**src/rtl/spi_master_arbiter.sv**
```systemverilog
// Round-robin arbiter sharing one spi_master register port between N_REQ requesters.
// Optional macro SPI_ARB_IRQ_EN: detect completion from m_interrupt instead of polling SPI_READY.

`ifndef SPI_INTRRPT_EN
`define SPI_INTRRPT_EN 3'd1
`endif
`ifndef SPI_READY
`define SPI_READY 3'd2
`endif
`ifndef SPI_TX
`define SPI_TX 3'd3
`endif
`ifndef SPI_RX
`define SPI_RX 3'd4
`endif

module spi_master_arbiter #(
    parameter int N_REQ    = 2,
    parameter int DATA_W   = 32,
    parameter int ADDR_W   = 3,
    parameter int POLL_GAP = 4
) (
    input  logic                    clk,
    input  logic                    rst_int,
    input  logic [N_REQ-1:0]        req,
    input  logic [N_REQ*DATA_W-1:0] req_wdata,
    output logic [N_REQ-1:0]        ack,
    output logic [DATA_W-1:0]       rsp_rdata,
    output logic                    busy,
    output logic [ADDR_W-1:0]       m_address,
    output logic [DATA_W-1:0]       m_data_in,
    input  logic [DATA_W-1:0]       m_data_out,
    output logic                    m_sel,
    output logic                    m_read,
    output logic                    m_write,
    input  logic                    m_interrupt
);
    localparam int IDX_W = (N_REQ > 1) ? $clog2(N_REQ) : 1;

    localparam logic [ADDR_W-1:0] A_INTRRPT_EN = ADDR_W'(`SPI_INTRRPT_EN);
    localparam logic [ADDR_W-1:0] A_READY      = ADDR_W'(`SPI_READY);
    localparam logic [ADDR_W-1:0] A_TX         = ADDR_W'(`SPI_TX);
    localparam logic [ADDR_W-1:0] A_RX         = ADDR_W'(`SPI_RX);

    typedef enum logic [2:0] {
        S_IDLE, S_TX, S_GAP, S_POLL, S_RX, S_ACK, S_INIT, S_WAIT_IRQ
    } state_t;

`ifdef SPI_ARB_IRQ_EN
    localparam state_t RESET_STATE = S_INIT;
    localparam int unused_poll_gap = POLL_GAP;
`else
    localparam state_t RESET_STATE = S_IDLE;
    localparam logic [7:0] GAP_LOAD = 8'(POLL_GAP - 1);
    logic [7:0] gap_cnt, gap_d;
    logic       unused_irq;
    assign unused_irq = m_interrupt;
`endif

    state_t             state, next_state;
    logic [IDX_W-1:0]   rr_ptr, rr_ptr_d, winner, winner_d, grant_idx, cand;
    logic               grant_vld;
    logic [DATA_W-1:0]  wdata_q, wdata_d, rsp_d, m_data_in_d;
    logic [ADDR_W-1:0]  m_address_d;
    logic               m_sel_d, m_read_d, m_write_d;
    logic [N_REQ-1:0]   ack_d;

    assign busy = (state != S_IDLE);

    // First requesting index after rr_ptr, wrapping modulo N_REQ.
    always_comb begin
        grant_vld = 1'b0;
        grant_idx = '0;
        cand      = '0;
        for (int i = 1; i <= N_REQ; i++) begin
            cand = IDX_W'((int'(rr_ptr) + i) % N_REQ);
            if (!grant_vld && req[cand]) begin
                grant_vld = 1'b1;
                grant_idx = cand;
            end
        end
    end

    always_comb begin
        // NOTE: every variable gets a default first so no path can infer a latch.
        next_state = state;
        rr_ptr_d   = rr_ptr;
        winner_d   = winner;
        wdata_d    = wdata_q;
        rsp_d      = rsp_rdata;
`ifndef SPI_ARB_IRQ_EN
        gap_d      = gap_cnt;
`endif
        case (state)
            S_IDLE: begin
                if (grant_vld) begin
                    winner_d   = grant_idx;
                    rr_ptr_d   = grant_idx;
                    wdata_d    = req_wdata[grant_idx*DATA_W +: DATA_W];
                    next_state = S_TX;
                end
            end
`ifdef SPI_ARB_IRQ_EN
            S_INIT:     if (m_sel) next_state = S_IDLE;
            S_TX:       next_state = S_WAIT_IRQ;
            S_WAIT_IRQ: if (m_interrupt) next_state = S_RX;
`else
            S_TX: begin
                gap_d      = GAP_LOAD;
                next_state = S_GAP;
            end
            S_GAP: begin
                if (gap_cnt == 8'd0) next_state = S_POLL;
                else                 gap_d = gap_cnt - 8'd1;
            end
            S_POLL: begin
                if (m_data_out[0]) begin
                    next_state = S_RX;
                end else begin
                    gap_d      = GAP_LOAD;
                    next_state = S_GAP;
                end
            end
`endif
            S_RX: begin
                rsp_d      = m_data_out;
                next_state = S_ACK;
            end
            S_ACK:   next_state = S_IDLE;
            default: next_state = RESET_STATE;
        endcase
    end

    // Bus strobes are decoded from the state being entered so the registered outputs line up with it.
    always_comb begin
        m_sel_d     = 1'b0;
        m_read_d    = 1'b0;
        m_write_d   = 1'b0;
        m_address_d = '0;
        m_data_in_d = '0;
        ack_d       = '0;
        case (next_state)
            S_TX: begin
                m_sel_d     = 1'b1;
                m_write_d   = 1'b1;
                m_address_d = A_TX;
                m_data_in_d = wdata_d;
            end
            S_RX: begin
                m_sel_d     = 1'b1;
                m_read_d    = 1'b1;
                m_address_d = A_RX;
            end
            S_ACK: ack_d[winner_d] = 1'b1;
`ifdef SPI_ARB_IRQ_EN
            S_INIT: begin
                m_sel_d     = 1'b1;
                m_write_d   = 1'b1;
                m_address_d = A_INTRRPT_EN;
                m_data_in_d = DATA_W'(1);
            end
`else
            S_POLL: begin
                m_sel_d     = 1'b1;
                m_read_d    = 1'b1;
                m_address_d = A_READY;
            end
`endif
            default: ;
        endcase
    end

    // NOTE: sequential state uses non-blocking assignments so every flop samples pre-edge values.
    always_ff @(posedge clk or posedge rst_int) begin
        if (rst_int) begin
            state     <= RESET_STATE;
            rr_ptr    <= IDX_W'(N_REQ - 1);
            winner    <= '0;
            wdata_q   <= '0;
            rsp_rdata <= '0;
            ack       <= '0;
            m_sel     <= 1'b0;
            m_read    <= 1'b0;
            m_write   <= 1'b0;
            m_address <= '0;
            m_data_in <= '0;
`ifndef SPI_ARB_IRQ_EN
            gap_cnt   <= 8'd0;
`endif
        end else begin
            state     <= next_state;
            rr_ptr    <= rr_ptr_d;
            winner    <= winner_d;
            wdata_q   <= wdata_d;
            rsp_rdata <= rsp_d;
            ack       <= ack_d;
            m_sel     <= m_sel_d;
            m_read    <= m_read_d;
            m_write   <= m_write_d;
            m_address <= m_address_d;
            m_data_in <= m_data_in_d;
`ifndef SPI_ARB_IRQ_EN
            gap_cnt   <= gap_d;
`endif
        end
    end

endmodule

```
**config.mk**
```make
export PLATFORM = sky130hd
export DESIGN_NAME = spi_master_arbiter
export DESIGN_NICKNAME = d
export VERILOG_FILES = /design/src/rtl/spi_master_arbiter.sv
export SDC_FILE = /design/constraint.sdc
export NUM_CORES = 1
export LEC_CHECK = 0
export CORE_UTILIZATION = 30
export DETAILED_ROUTE_END_ITERATION = 10
export PLACE_DENSITY_LB_ADDON = 0.2
export SYNTH_ARGS = -nofsm -noshare
export SYNTH_HDL_FRONTEND = slang
export SYNTH_SLANG_ARGS = --single-unit
```
**constraint.sdc**
```tcl
create_clock -name clk -period 2.5 [get_ports clk]
set_input_delay 0.5 -clock clk [delete_from_list [all_inputs] [get_ports clk]]
set_output_delay 0.5 -clock clk [all_outputs]
set_load 0.05 [all_outputs]
```
Yosys cells after proc, flatten, opt, wreduce, memory -nomap -nowiden
Index checks and enable logic that the tools add are counted.
{"block": "totals", "reg_bits": 117, "in_bits": 101, "out_inout_bits": 73, "elab_cells": 68}
{"block": "op_classes", "add_sub_neg": 3, "n_lt_le_gt_ge": 4, "n_eq_ne": 10, "shifts": 1, "n_mux": 27, "reduce_logical": 11}
{"cell": "two-way mux 32 bit", "n": 3}
{"cell": "variable part select 64 x 7 -> 32 bit", "n": 1}
{"cell": "case mux 8 bit (3 select lines)", "n": 1}
{"cell": "two-way mux 8 bit", "n": 2}
{"cell": "case mux 3 bit (5 select lines)", "n": 1}
{"cell": "two-way mux 1 bit", "n": 14}
{"cell": "== test 3 x 2 -> 1 bit (second input constant)", "n": 3}
{"cell": "== test 3 bit (second input constant)", "n": 3}
{"cell": "two-way mux 3 bit", "n": 3}
{"cell": "case mux 3 bit (3 select lines)", "n": 1}
{"cell": "logical NOT 8 bit", "n": 1}
{"cell": "subtractor 8 x 1 -> 8 bit (second input constant)", "n": 1}
{"cell": "== test 3 x 1 -> 1 bit (second input constant)", "n": 2}
{"cell": "less-than comparator 1 x 2 -> 1 bit (second input constant)", "n": 3}
{"cell": "nonzero test 3 bit", "n": 2}
{"cell": "!= test 2 bit (second input constant)", "n": 2}
{"cell": "logical NOT 3 bit", "n": 1}
{"cell": "AND reduction 3 bit", "n": 1}
{"cell": "OR reduction 3 bit", "n": 1}
{"cell": "adder 1 bit (second input constant)", "n": 2}
{"cell": "logical AND 1 bit", "n": 2}
{"cell": "two-way mux 2 bit", "n": 1}
{"cell": "AND reduction 2 bit", "n": 1}
{"cell": "OR reduction 2 bit", "n": 1}
{"cell": "3 further kinds", "n": 3}

Longest topological paths before layout
{"block": "depth", "depth_word": 14, "mapped_depth": 6, "depth_no_buf": 5}

Least setup slack after synthesis
OpenSTA, ideal clock, no wires.
{"block": "synth_timing", "path_kind": "flip-flop to output port", "startpoint": "register state[2]", "endpoint": "output busy", "t_arrival_ps": 995, "required_time_ps": 2000, "path_slack_ps": 1005, "path_stages_with_launch": 4, "path_buffers": 1, "cell_sequence": "dfrtp_1 buf_2 nor3_4 inv_1"}
{"block": "synth_between", "elab_chain_cells": 1}
{"item": "start, declared", "line_no": "60", "text": "state_t state, next_state;"}
{"item": "start signal, assigned", "line_no": "191", "text": "state <= next_state;"}
{"item": "nonzero test 3 bit", "line_no": "68", "text": "assign busy = (state != S_IDLE);"}
{"item": "end, declared", "line_no": "29", "text": "output logic busy,"}
Every way passes these cells.

Final worst setup path
Ends and elaborated chain as after synthesis.

==> metrics.md <==
| Metric | Value |
|---|---|
| Grt met2 use | 0.212 |
| DIE HEIGHT | 110 um |
| FFs w/ async S/R, synth | 1.00 |
| Design Power | between 7 and 8 mW |
| Yosys top cell by area | dfrtp_1 |
| Final hold vios | 0 |
| Mapped Cells | 264 |
| Comb pwr share | 0.515 |
| # IOs | 174 |
| Initial Util | 0.313 |
| Number of setup violations in the final report | 0 |
| Worst min path class | reg2reg |
| Post-CTS Setup Inserts | 0 |
| Crit-path max FO | 10 |
| Post-route cell area | 5710 um^2 |
| Commonest cells in the netlist | dfrtp_1 (84), nor2_1 (36), mux2i_1 (35), mux2_2 (33), nand2_1 (9) |
| WL/cell | 13.6 um |
| Fin. max-slew vios | 0 |
| Pint | 4.25 mW |
| Hold Slack | 0.487 ns |
| Root Buffer | clkbuf_16 |
| Clk slew on worst S/H paths | 0.06 ns |
| Leak | 2.51 nW |
| ANT nets after route | 0 |
| Total Wirelength | 7950 um |
| CP max stage delay | ~0.72 ns |
| Core Util, Final | 0.516 |
| Share of cells above drive strength 1 | 0.155 |
| GRT overflow | 0 |
| Seq pwr share | 0.293 |
| Yosys warning count | 0 |
| CP bufs+invs | 2 |
| Vias in the first global route | between 2000 and 3000 |
| I/O Buffers | roughly 170 |
| Final WS setup | approximately 0.18 ns |
| Netlist cell types | 35 |
| First-pass GRT wire length | 12400 um |
| Final period util | 0.928 |
| Crit path max-delay family | buffers and inverters |
| Achievable Freq | 431 MHz |
| Setup_tns | 0 ns |
| Pin count of the biggest net entering global routing | 57 |
| Share of the synthesized area in the top cell type | 0.606 |
| Most numerous cell in the Yosys netlist | dfrtp_1 |
| Worst Path Required | 2.00 ns |
| Top cells by area, synth | dfrtp_1 (61%), mux2_2 (11%), mux2i_1 (10%) |
| Gr usage total | 0.137 |
| Core area | 11100 um^2 |
| Via count | 2656 |
| Layout Area Growth over Synthesis | 64.6% |
| Met1 Usage GRT | 0.164 |
| Status | finished clean |
| Worst slack, placed | slightly above 0.5 ns |
| Ys flop type | dfrtp_1 |
| Post-cts sizing count | 0 |
| Crit Path Class | reg2out |
| Worst path cell trace | nor3_4 -> inv_1 -> clkdlybuf4s50_1 |
| Worst slew margin | 0.643 |
| PD cells | 1310 nW/um^2 |
| Final worst path period need | 2.32 ns |
| Die area | 12000 um^2 |
| Clock Sinks | between 80 and 90 |
| Syn nets | around 370 |
| TritonCTS clock tree | built |
| Peak supply drop | 0.753 mV |
| Syn Area/Cell | around 13 um^2 |
| Slew @ Worst Pin | 0.534 ns |
| Initial antenna violation count | 0 |
| CP Launch Type | register |
| Met3 Usage GRT | 0.0593 |
| ANT cells | 0 |
| DP HPWL | just over 6000 um |
| Residual DRC | 0 |
| RSZ-0062 raised after global routing | false |
| Area of the mapped netlist | 3470 um^2 |
| First DRT Iteration DRCs | between 70 and 80 |
| Drt first pass iters | 4 |
| Gr busiest metal | met2 |
| Die width | 110 um |
| CTS Buf Count | 9 |
| Seq/Total Area, Yosys | 0.613 |
| Placed cells | 570 |
| Worst Setup End Kind | output port |
| Final RePlAce weighted congestion | 0.753 |
| Dpl cell area | 5380 um^2 |
| Clk Latency, worst-skew pair | approximately 0.33 ns |
| Sw frac | 0.432 |
| Worst-case clock buffer depth | 2 |
| NumNets Final | roughly 540 |
| Net Switching | 3.23 mW |
| Cts-stage hold buffer count | 0 |
| Max Cap Viol | 0 |
| CTS H-tree depth | 3 |
| Data arrival, critical path | 1.82 ns |
| Clk pwr share | 0.192 |
| Fin cells | 586 |
| Slowest stage cell, crit path | clkdlybuf4s50_1 |
| Row Count | 38 |
| Skew final | 0.00550 ns |
| Number of synthesized register bits | 85 |
| EDFF count, synth | 0 |
| Vias per cell | 4.53 |
path summary, 6_finish.rpt:
path | slack [ns] | start | endpoint | cells past startpoint
setup reg to reg | 0.74 | state[0] | rsp_rdata[23] | 4
max in group asynchronous | 1.54 | rst_int | rr_ptr | 3
setup / recovery | 0.18 | state[2] | busy | 3
min in group asynchronous | 0.61 | rst_int | m_data_in[27] | 3
hold / removal | 0.49 | winner | ack[0] | 1
hold reg to reg | 0.49 | winner | ack[0] | 1
kinds of logic (layout without fill, tap and decap cells):
kind of cell,Yosys count,in the layout,synth area share
buffers and inverters,22,204,0.0360
muxes,68,68,0.208
DFF,85,85,0.613
AOI/OAI and AO/OA,18,18,0.0353
adders and majority gates,1,1,0.00360
and+or+nand+nor,70,70,0.104
worst reg2reg max path: stages (launching register included):
cell and delay [ns]:
dfrtp_1 0.49, nor2_1 0.12, nand2_1 0.41, buf_12 0.25, mux2_2 0.36
placed cells by master (no fill, tap or decap), types with 2 or more instances in the layout:
cell type          n
bufinv_16          2
nor2_1            36
clkdlybuf4s50_1  172
inv_1              7
o21ai_1            2
clkbuf_16          9
buf_4              4
or3_1              2
nand4_1            3
mux2_2            33
clkinvlp_4         2
nor4_1             2
dfrtp_1           84
mux2i_1           35
nor3_1             3
nand2b_1           2
a21boi_1           2
buf_12             3
nand3_1            5
nand2_1            9
o21ai_0            3
clkinv_4           2
a21oi_1            5
layer usage:
metal | vias to the layer above | part of all wire
li1 | 1263 | -
met5 | - | 0
met3 | 5 | 0.12
met4 | 0 | 0.011
met1 | 1246 | 0.42
met2 | 142 | 0.45
state kept, by name, summed over array words and instances, names as in the netlist:
name	flops
winner	1
m_sel	1
gap_cnt	8
rsp_rdata	32
m_write	1
m_data_in	32
m_read	1
ack	2
m_address	3
state	3
rr_ptr	1
power groups by stage:
stage	Sequential [mW]	Clock [mW]	Combinational [mW]
2_1_floorplan	3.74	0	1.04
3_3_place_gp	2.20	0	3.85
3_5_place_dp	2.22	0	3.88
4_1_cts	2.20	1.48	3.89
5_1_grt	2.26	1.54	4.08
6_report	2.19	1.44	3.85
layout make-up:
class,instances,area (um^2)
clock buffers,10,239
clock inverters,6,93.8
fillers,1024,5360
inverters,9,37.5
multi-input cells,157,1230
flip-flops and latches,85,2130
well taps,140,175
repair buffers,179,1810
Note: power is estimated with default switching activity, not from simulation.
==> RTL change 1: new RTL, same flow settings <==
The option `SPI_ARB_IRQ_EN` is turned on by a define.
--- a/src/rtl/spi_master_arbiter.sv
+++ b/src/rtl/spi_master_arbiter.sv
@@ -2,2 +2,4 @@
 // Optional macro SPI_ARB_IRQ_EN: detect completion from m_interrupt instead of polling SPI_READY.
+
+`define SPI_ARB_IRQ_EN
 
Formal check against the unedited RTL: not equivalent (a bounded check fails within 4 cycles, from zero or initial values and one cycle with rst_int high).
==> RTL change 1 against the original RTL <==
Register-to-register slack worse by 0.02 ns; largest cell class unchanged; non-clock buffer count is 2 higher; power is 15% lower; sequential share of layout area is 0.22 points lower; final area is 9.9% lower; via count is 14% lower; worst setup slack better by 0.24 ns; sequential cell count is 9 lower; routed wire length is 11% lower; sequential power is 12% lower; global-route usage is 0.075 points higher; synthesized area is 11% lower.
==> RTL change 1: results <==
group,metric,value,unit
worst_hold_path,holdCritPathClass,"in -> async",
synthesis,netlist_instances,221,
outcome,status,"complete, no violations",
final_layout,drive_gt1_share,13.0,%
critical_path,r2r-start,"state[2]",
power_and_ir_drop,power,6.40,mW
detailed_routing,dr_wl_met2,3260,um
synthesis,yosys.area_share.adder,0,%
grt,track_usage,13.8,%
critical_path,max_stage_delay,0.68,ns
placed_design,gp_congestion,0.714,
power_and_ir_drop,peakVddDrop,0.549,mV
detailed_routing,viasPerCell,4.26,
synthesis,muxShareOfSynthArea,22.5,%
detailed_routing,drt_wl_total,7110,um
timing,skew,0.0136,ns
placed_design,hpwlAfterDp,5400,um
synthesis,netlist_top_cells_area,"dfrtp_1 (59%), mux2i_1 (10%), mux2_2 (7.3%)",
final_layout,area_growth,67.3,%
placed_design,place_inst,518,
critical_path,path_delay_family,"flip-flops",
power_and_ir_drop,p_leak,2.21,nW
timing,slew-limit-headroom,63.3,%
final_layout,fillers,874,
synthesis,synth_fp_nets,322,
synthesis,synth_cell_types,25,
critical_path,r2r_end,"rsp_rdata[12]",
detailed_routing,vias,2277,
RTL change 1: cell types whose count changed after synthesis, moves of 7 or more:
cell,before,now
mux2_1,0,13
mux2_2,33,20
dfrtp_1,84,73
buf_6,1,11
nand2_1,9,2
RTL change 1: report_power, final:
group	total, mW	switching, mW	internal, mW
clock	1.10	0.434	0.663
sequential	1.93	0.248	1.68
combinational	3.37	2.07	1.30
total	6.40	2.75	3.64
RTL change 1: cell type report:
| type | instances | share of cell area [%] |
|---|---|---|
| tap | 133 | 3.23 |
| timing repair buffer | 181 | 35.4 |
| inverter | 4 | 0.316 |
| clock buffer | 11 | 2.55 |
| clock inverter | 5 | 1.99 |
| multi-input combinational | 124 | 19.5 |
| sequential | 76 | 37.0 |
RTL change 1: how the worst max path moves through the flow:
stage / start / endpoint / slack, ns
after floorplan: rst_int / ack[0] / 0.07
after global placement: state[1] / busy / 0.42
after detailed placement: state[1] / busy / 0.40
after CTS: state[1] / busy / 0.01
after global routing: state[1] / busy / 0.36
final: state[1] / busy / 0.42
==> RTL change 2: new RTL, same settings <==
Without the edit above. Encoding of `state_t`: now one-hot (8 bits for 8 states).
--- a/src/rtl/spi_master_arbiter.sv
+++ b/src/rtl/spi_master_arbiter.sv
@@ -44,4 +44,4 @@
 
-    typedef enum logic [2:0] {
-        S_IDLE, S_TX, S_GAP, S_POLL, S_RX, S_ACK, S_INIT, S_WAIT_IRQ
+    typedef enum logic [7:0] {
+        S_IDLE = 8'b00000001, S_TX = 8'b00000010, S_GAP = 8'b00000100, S_POLL = 8'b00001000, S_RX = 8'b00010000, S_ACK = 8'b00100000, S_INIT = 8'b01000000, S_WAIT_IRQ = 8'b10000000
     } state_t;
Behaviour: same outputs for any inputs over 10 cycles, from zero or initial values and one cycle with rst_int high; not proved beyond that.
==> RTL change 2 against the original RTL <==
The flow now finishes with violations (DRC); worst setup slack lost 0.023 ns; final area grew 2.9%; sequential cell count is 5 higher; synthesized area increased by 4.9%; cell count up 2.7%; maximum frequency decreased by 0.99%; routed wire length grew 1.8%; critical path type unchanged.
Power is not compared: it rests on default switching activity, and its combinational part moved more than twofold at a synthesized area within 25%.
==> RTL change 2: results <==
group,metric,value,unit
outcome,status,"finished with violations",
outcome,failed_checks,"DRC",
detailed_routing,viasPerCell,4.52,
placed_design,placed_area,0.00556,mm2
critical_path,r2r-start,"state[7]",
synthesis,avgSynthCellArea,13.1,um2
grt,track_usage,13.8,%
grt,grt_pass1_wl,13500,um
timing,tightest_slew,0.551,ns
grt,grt_pass1_vias,2788,
detailed_routing,routedWlPerCell,13.4,um
cts,insertion_delay,0.33,ns
critical_path,worstPathMaxFanout,7,
detailed_routing,vias,2720,
grt,grt_max_degree,66,
synthesis,ys_seq_area_share,61.9,%
synthesis,synth_cell_types,44,
timing,skew,0.00552,ns
run,drv_cap,0,
synthesis,netlist_top_cells_area,"dfrtp_1 (60%), mux2_2 (10%), mux2i_1 (9.3%)",
detailed_routing,drt_iter0_drc,96,
detailed_routing,drc,14,
placed_design,place_ws,0.443,ns
cts,path_clk_slew,0.06,ns
final_layout,largestRegisters,"m_data_in (32), rsp_rdata (32)",
placed_design,hpwlAfterDp,6090,um
placed_design,place_inst,586,
placed_design,gp_congestion,0.767,
cts,cts_max_level,3,
final_layout,multi_input_area,0.00131,mm2
final_layout,diodes,0,
cts,clock_path_buffers,2,
critical_path,r2r_end,"gap_cnt[4]",
critical_path,worstPathArrival,1.84,ns
final_layout,nNetsFinal,556,
timing,hold_slack,0.502,ns
final_layout,drive_gt1_share,14.4,%
detailed_routing,firstDrtPassIters,8,
timing,clock.fmax,0.427,GHz
final_layout,fillers,1067,
critical_path,r2r_slack,0.55,ns
synthesis,ys_top_cells_by_count,"dfrtp_1 (88), nor2_1 (44), mux2i_1 (34)",
RTL change 2: changes by cell type after synthesis, moves of 4 or more:
cell     before  now
nand2_1       9    5
buf_2         4    9
dfrtp_1      84   88
buf_4         8    1
nor2b_1       0    4
nor2_1       36   44
RTL change 2: area by class of cell:
type | count | area share (%)
inverters | 8 | 0.575
repair buffers | 177 | 30.3
clock buffers | 12 | 4.19
flip-flops and latches | 90 | 38.3
multi-input cells | 168 | 22.3
well taps | 143 | 3.04
clock inverters | 4 | 1.28
RTL change 2: how the worst min path moves through the flow:
stage	startpoint	endpoint	cells after the start
finish	rsp_rdata[30]	rsp_rdata[30]	1
global route	rsp_rdata[19]	rsp_rdata[19]	1
CTS	rsp_rdata[19]	rsp_rdata[19]	1
detailed placement	rsp_rdata[19]	rsp_rdata[19]	1
global placement	rsp_rdata[7]	rsp_rdata[7]	1
floorplan	rr_ptr	rr_ptr	2
RTL change 2: report_power, final:
| part | internal [mW] | switching (mW) | leakage (nW) | total, mW |
|---|---|---|---|---|
| Clock | 0.903 | 0.530 | 0.149 | 1.43 |
| Sequential | 1.55 | 0.0638 | 1.13 | 1.62 |
| Combinational | 0.351 | 0.387 | 1.28 | 0.738 |
| Total | 2.81 | 0.981 | 2.57 | 3.79 |
RTL change 2: cells by family after synthesis:
family                     share of synthesized area, %
buffers and inverters                              2.58
xor gates and xnor gates                          0.241
and+or+nand+nor                                    11.7
other                                             0.103
AOI/OAI and AO/OA                                  3.23
adders and majority gates                         0.343
muxes                                              19.9
DFF                                                61.9
RTL change 2: worst max-delay path, stage by stage, from the launching register on:
cell	delay, ns
dfrtp_1	0.40
nor4_4	0.56
nand3_1	0.28
buf_4	0.27
RTL change 2: metal layers:
metal	wire length, um	GRT usage [%]
met1	3140	15.5
met4	151	7.20
met3	1080	5.99
met5	0	0
met2	3720	22.2
